==> config.mk <==
export PLATFORM = sky130hd
export DESIGN_NAME = score_report_tx
export DESIGN_NICKNAME = d
export VERILOG_FILES = /design/src/rtl/score_report_tx.sv
export SDC_FILE = /design/constraint.sdc
export NUM_CORES = 1
export LEC_CHECK = 0
export BUFFER_PORTS_ARGS = -buffer_cell sky130_fd_sc_hd__buf_4
export CAP_MARGIN = 30
export CORE_AREA = 10 10 136 76
export DETAILED_ROUTE_END_ITERATION = 7
export DIE_AREA = 0 0 146 86
export PLACE_DENSITY = 0.74
export SYNTH_ARGS = -nofsm -noshare
export SYNTH_HDL_FRONTEND = slang
export SYNTH_SLANG_ARGS = --single-unit
==> constraint.sdc <==
create_clock -name clk -period 2.6 [get_ports clk]
set_clock_uncertainty 0.05 [all_clocks]
set_input_delay 0.78 -clock clk [delete_from_list [all_inputs] [get_ports clk]]
set_output_delay 0.78 -clock clk [all_outputs]
set_load 0.01 [all_outputs]
==> src/rtl/score_report_tx.sv <==
// score_report_tx: 8N1 UART reporter for the scoreboard.
// Sends "Aaa Bbb Ttt\r\n" built from a snapshot taken when a report is requested.
module score_report_tx #(
    parameter int unsigned CLKS_PER_BIT = 1250
) (
    input  logic        clk,
    input  logic        rst_n,
    input  logic        send,
    input  logic [20:0] score_a,
    input  logic [20:0] score_b,
    input  logic [4:0]  stime,
    output logic        uart_tx,
    output logic        busy,
    output logic        done
);

    localparam int unsigned CW = (CLKS_PER_BIT > 1) ? $clog2(CLKS_PER_BIT) : 1;
    localparam logic [CW-1:0] CNT_LAST = CW'(CLKS_PER_BIT - 1);

    typedef enum logic [2:0] {
        S_IDLE,
        S_LOAD,
        S_START,
        S_DATA,
        S_STOP,
        S_DONE
    } state_t;

    state_t        state_q;
    logic [CW-1:0] cnt_q;
    logic [2:0]    bit_q;
    logic [3:0]    byte_q;
    logic [7:0]    shift_q;
    logic          tx_q;
    logic          busy_q;
    logic          done_q;
    logic [3:0]    a_tens_q, a_ones_q;
    logic [3:0]    b_tens_q, b_ones_q;
    logic [3:0]    t_tens_q, t_ones_q;

    logic [3:0]    nxt_idx;
    logic [7:0]    byte_d;

    function automatic logic [6:0] sat99(input logic [20:0] v);
        return (v > 21'd99) ? 7'd99 : v[6:0];
    endfunction

    function automatic logic [3:0] tens(input logic [6:0] v);
        return 4'(v / 7'd10);
    endfunction

    function automatic logic [3:0] ones(input logic [6:0] v);
        return 4'(v % 7'd10);
    endfunction

    assign nxt_idx = byte_q + 4'd1;

    // Character for the byte that follows the current one.
    always_comb begin
        byte_d = 8'h0A;
        case (nxt_idx)
            4'd0:    byte_d = 8'h41;
            4'd1:    byte_d = {4'h3, a_tens_q};
            4'd2:    byte_d = {4'h3, a_ones_q};
            4'd3:    byte_d = 8'h20;
            4'd4:    byte_d = 8'h42;
            4'd5:    byte_d = {4'h3, b_tens_q};
            4'd6:    byte_d = {4'h3, b_ones_q};
            4'd7:    byte_d = 8'h20;
            4'd8:    byte_d = 8'h54;
            4'd9:    byte_d = {4'h3, t_tens_q};
            4'd10:   byte_d = {4'h3, t_ones_q};
            4'd11:   byte_d = 8'h0D;
            default: byte_d = 8'h0A;
        endcase
    end

    always_ff @(posedge clk or negedge rst_n) begin
        if (!rst_n) begin
            state_q  <= S_IDLE;
            cnt_q    <= '0;
            bit_q    <= '0;
            byte_q   <= '0;
            shift_q  <= '0;
            tx_q     <= 1'b1;
            busy_q   <= 1'b0;
            done_q   <= 1'b0;
            a_tens_q <= '0;
            a_ones_q <= '0;
            b_tens_q <= '0;
            b_ones_q <= '0;
            t_tens_q <= '0;
            t_ones_q <= '0;
        end else begin
            done_q <= 1'b0;
            case (state_q)
                S_IDLE: begin
                    tx_q <= 1'b1;
                    if (send) begin
                        state_q <= S_LOAD;
                        busy_q  <= 1'b1;
                    end
                end
                S_LOAD: begin
                    a_tens_q <= tens(sat99(score_a));
                    a_ones_q <= ones(sat99(score_a));
                    b_tens_q <= tens(sat99(score_b));
                    b_ones_q <= ones(sat99(score_b));
                    t_tens_q <= tens({2'b00, stime});
                    t_ones_q <= ones({2'b00, stime});
                    byte_q   <= '0;
                    bit_q    <= '0;
                    cnt_q    <= '0;
                    shift_q  <= 8'h41;
                    tx_q     <= 1'b0;
                    state_q  <= S_START;
                end
                S_START: begin
                    if (cnt_q == CNT_LAST) begin
                        cnt_q   <= '0;
                        bit_q   <= '0;
                        tx_q    <= shift_q[0];
                        shift_q <= {1'b0, shift_q[7:1]};
                        state_q <= S_DATA;
                    end else begin
                        cnt_q <= cnt_q + 1'b1;
                    end
                end
                S_DATA: begin
                    if (cnt_q == CNT_LAST) begin
                        cnt_q <= '0;
                        if (bit_q == 3'd7) begin
                            tx_q    <= 1'b1;
                            state_q <= S_STOP;
                        end else begin
                            bit_q   <= bit_q + 3'd1;
                            tx_q    <= shift_q[0];
                            shift_q <= {1'b0, shift_q[7:1]};
                        end
                    end else begin
                        cnt_q <= cnt_q + 1'b1;
                    end
                end
                S_STOP: begin
                    if (cnt_q == CNT_LAST) begin
                        cnt_q <= '0;
                        if (byte_q < 4'd12) begin
                            byte_q  <= nxt_idx;
                            shift_q <= byte_d;
                            tx_q    <= 1'b0;
                            state_q <= S_START;
                        end else begin
                            busy_q  <= 1'b0;
                            done_q  <= 1'b1;
                            state_q <= S_DONE;
                        end
                    end else begin
                        cnt_q <= cnt_q + 1'b1;
                    end
                end
                S_DONE: begin
                    state_q <= S_IDLE;
                end
                default: begin
                    state_q <= S_IDLE;
                end
            endcase
        end
    end

    assign uart_tx = tx_q;
    assign busy    = busy_q;
    assign done    = done_q;

endmodule

==> results.json <==
{
  "synth.yosys.seq_area_share": 0.313,
  "synth_edf_count": 0,
  "power.density_cell_area_nw_per_um2": 306,
  "synth.most_common_cell": "nand2_1",
  "internal-power_w": 0.00153,
  "synth_top_area_share": 0.307,
  "gr-usage-all-layers": 0.204,
  "numClockSinks": 53,
  "number_of_unique_standard_cell_types_used_by_synthesis": 68,
  "die_h_um": 86,
  "grt_start_max_net_pins": 54,
  "worst_pin_slew_ns": 0.705,
  "setup_ws_ns": -1.61,
  "routed-via-count": 4795,
  "synth-warning-count": 0,
  "synth_flop_cell": "dfrtp_1",
  "layout-drive-gt1-share": 0.384,
  "drt_iter0_markers": 412,
  "synthDominantAreaCellType": "dfrtp_1",
  "summed_instance_area_of_the_synthesized_netlist_um2": 4240,
  "drt_first_pass_iters": 6,
  "power.static_leakage_nw": 2.80,
  "holdCritStartpoint": "cnt_q[7]$_DFFE_PN0P_",
  "rows": 23,
  "drv_slew": 0,
  "post-route-min-period_ns": 4.21,
  "critPathArrivalTime_ns": 4.39,
  "detail-route-antenna-nets": 0,
  "synth_seq_cells": 53,
  "cts.reportedPaths.clkPinSlew_ns": 0.07,
  "number_of_nets_produced_by_synthesis": 604,
  "timing.fmax_mhz": 237,
  "pwr-share-seq": 0.422,
  "critical_path_origin": "score_a[17]",
  "detail_route.wl_per_cell_um": 16.4,
  "last_weighted_congestion_value_of_the_routability_driven_placer": 0.900,
  "worstSetupStartpointType": "input port",
  "nets": 770,
  "unrepaired_setup_endpoints_after_global_routing": "yes",
  "die_width_um": 146,
  "crit_path_cell_trace": "buf_6 > nor4_4 > and4_1 > and3_4 > ha_4 > o21ai_4 > xor2_2 > and3_4 > ha_4 > inv_4 > o211ai_1 > nand4_1 > buf_4 > buf_4 > buf_4 > nor4_2 > nor3_1 > mux2i_1 > or2_1 > or4_1 > nand2_1",
  "design.die.area_um2": 12600,
  "drv_cap": 0,
  "num_antenna_cells": 0,
  "post-route-period-util": 1.62,
  "worst-r2r-setup-slack_ns": 0.25,
  "share_comb_of_total_power": 0.147,
  "hold_violations": 0,
  "top_level_ports": 53,
  "cts.path.max_buffers": 2,
  "initial_util": 0.540,
  "power.clock.fraction": 0.432,
  "required_ns": 2.78,
  "switching_power_w": 0.000428,
  "worst_path_max_delay_cell": "or4_1",
  "setup_viol": 12,
  "outcome": "finished with violations",
  "grt_first_pass_wirelength_mm": 22.1,
  "tritoncts": "built",
  "vias_in_the_first_global_route": 4818,
  "clockRootBuffer": "clkbuf_16",
  "post_synth.cell_area_avg_um2": 7.89,
  "synthArstFlopShare": 1.00,
  "irDropWorstVdd_mv": 0.247,
  "top_cells_by_count_synth": "nand2_1, o21ai_0, dfrtp_1, a21oi_1, nor2_1",
  "violations": "setup timing",
  "dp_hpwl_mm": 9.50,
  "route.final.wire_length_mm": 13.4,
  "area_growth_pct": 50.2,
  "netSwitchingFraction": 0.219,
  "p_total_w": 0.00195,
  "r2r-start": "byte_q[0]$_DFFE_PN0P_",
  "critical_path_class": "in2reg",
  "htree_num_levels": 2,
  "end_kind": "register",
  "synth_top_cells_by_area": "dfrtp_1, o21ai_0, nand2_1, ha_1, a21oi_1",
  "buffer_ports.inserted": 52,
  "critPathMaxFanout": 6,
  "slowest_delay_ns": 0.47,
  "slew_headroom": 0.529,
  "grt_overflow": 0,
  "cts_made_buffers": 5,
  "vias_per_cell": 5.87,
  "ctsHoldBuffers": 0,
  "critical_path.most_common_cell": "buf_4",
  "postLayoutCoreUtil": 0.812,
  "route.detailed.drc": 0,
  "placeableCoreArea_um2": 7860,
  "synth_cells": 538,
  "clk_lat_worst_skew_ns": 0.29,
  "timing.hold.worst.class": "reg2reg",
  "antenna_found_initial": 0
}
cells in the final DEF (no fill, tap or decap), types with 4 or more instances in the layout:
| cell type | n |
|---|---|
| o31ai_1 | 5 |
| o21a_1 | 6 |
| o21ai_0 | 46 |
| clkbuf_16 | 5 |
| o22ai_1 | 6 |
| a21oi_1 | 29 |
| a21o_1 | 7 |
| nor3_1 | 12 |
| inv_1 | 14 |
| a21oi_2 | 5 |
| buf_4 | 172 |
| nand2b_1 | 8 |
| o21ai_1 | 6 |
| dfrtp_1 | 52 |
| mux2i_1 | 6 |
| ha_1 | 8 |
| a22oi_1 | 4 |
| and3_4 | 4 |
| buf_6 | 14 |
| xnor2_1 | 7 |
| nand2_1 | 68 |
| o21ai_2 | 4 |
| ha_4 | 6 |
| nor2_1 | 34 |
| and3_1 | 10 |
| o211ai_1 | 9 |
| nand3_1 | 25 |
| nor2b_1 | 4 |
| nor3b_1 | 5 |
| a31oi_1 | 11 |
| nor4_4 | 6 |
| nand4_1 | 10 |
critical path, delay by kind of cell:
family	cells	cell delay, ns
compound gates	2	0.16
simple gates	10	2.31
fa+ha+maj	2	0.29
buf+inv	5	0.57
mux	1	0.15
xor+xnor	1	0.14
timing repair:
item                                    in CTS  in global routing
endpoints found under the setup margin      12                 12
pin swaps                                   27                 18
endpoints found under the hold margin        0                  0
resized for setup                           34                 19
setup buffers                               12                  7
registers in the layout (all words and copies together), names as in the netlist:
name	cells
b_tens_q	4
a_ones_q	4
bit_q	3
t_tens_q	2
b_ones_q	4
done	1
uart_tx	1
byte_q	4
busy	1
t_ones_q	4
cnt_q	11
shift_q	7
a_tens_q	4
state_q	3
kinds of logic after synthesis:
family | count (synthesis) | share of synthesized area
AO/OA/AOI/OAI | 182 | 0.281
XOR/XNOR | 10 | 0.0206
adder cells (fa/ha/maj) | 16 | 0.0472
buffers and inverters | 42 | 0.0401
flip-flops | 53 | 0.313
multiplexers | 12 | 0.0307
AND/OR/NAND/NOR | 223 | 0.268
layout make-up:
class                   count  area (um^2)
well taps                 112          140
clock inverters             3         65.1
fillers                   529         1480
clock buffers               5          125
multi-input cells         443         3210
repair buffers            186         1450
flip-flops and latches     53         1330
inverters                  15         58.8
power groups by stage:
stage               combinational [W]  clock [W]  sequential [W]
floorplan                   0.0000928          0        0.000840
global placement             0.000258          0        0.000840
detailed placement           0.000262          0        0.000840
CTS                          0.000276   0.000845        0.000824
global route                 0.000311   0.000880        0.000824
finish                       0.000286   0.000844        0.000824
per-layer routing:
layer  routed length, um  part of all wire  vias up  global-route usage
met5                   0                 0        -                   0
met4                 214             0.016        0              0.0560
met3                 738             0.055       23              0.0388
met2                6540              0.49      159               0.371
met1                5930              0.44     2268               0.242
li1                    -                 -     2345                   -
through the flow:
| stage | hold slack (ns) | TNS [ns] | area [um^2] | setup WS, ns | instances |
|---|---|---|---|---|---|
| 4_1_cts | 0.436 | -13.17 | 6230 | -1.54 | 810 |
| 6_report | 0.442 | -13.97 | 6380 | -1.61 | 817 |
| 5_1_grt | 0.459 | -16.05 | 6380 | -1.84 | 817 |
| 2_1_floorplan | 0.387 | -17.16 | 4530 | -1.96 | 538 |
| 3_5_place_dp | 0.424 | -18.33 | 5800 | -1.97 | 791 |
| 3_3_place_gp | 0.412 | -17.10 | 5800 | -1.88 | 791 |
worst paths after layout:
| path | cells past startpoint | endpoint |
|---|---|---|
| min in group asynchronous | 1 | cnt_q[10]$_DFFE_PN0P_ |
| worst min-delay path | 1 | cnt_q[7]$_DFFE_PN0P_ |
| worst max register to register | 9 | shift_q[0]$_DFFE_PN0P_ |
| max in group asynchronous | 1 | b_tens_q[2]$_DFFE_PN0P_ |
| worst min register to register | 1 | cnt_q[7]$_DFFE_PN0P_ |
| worst max-delay path | 21 | a_ones_q[2]$_DFFE_PN0P_ |
Power figures use the tool's default switching activity.
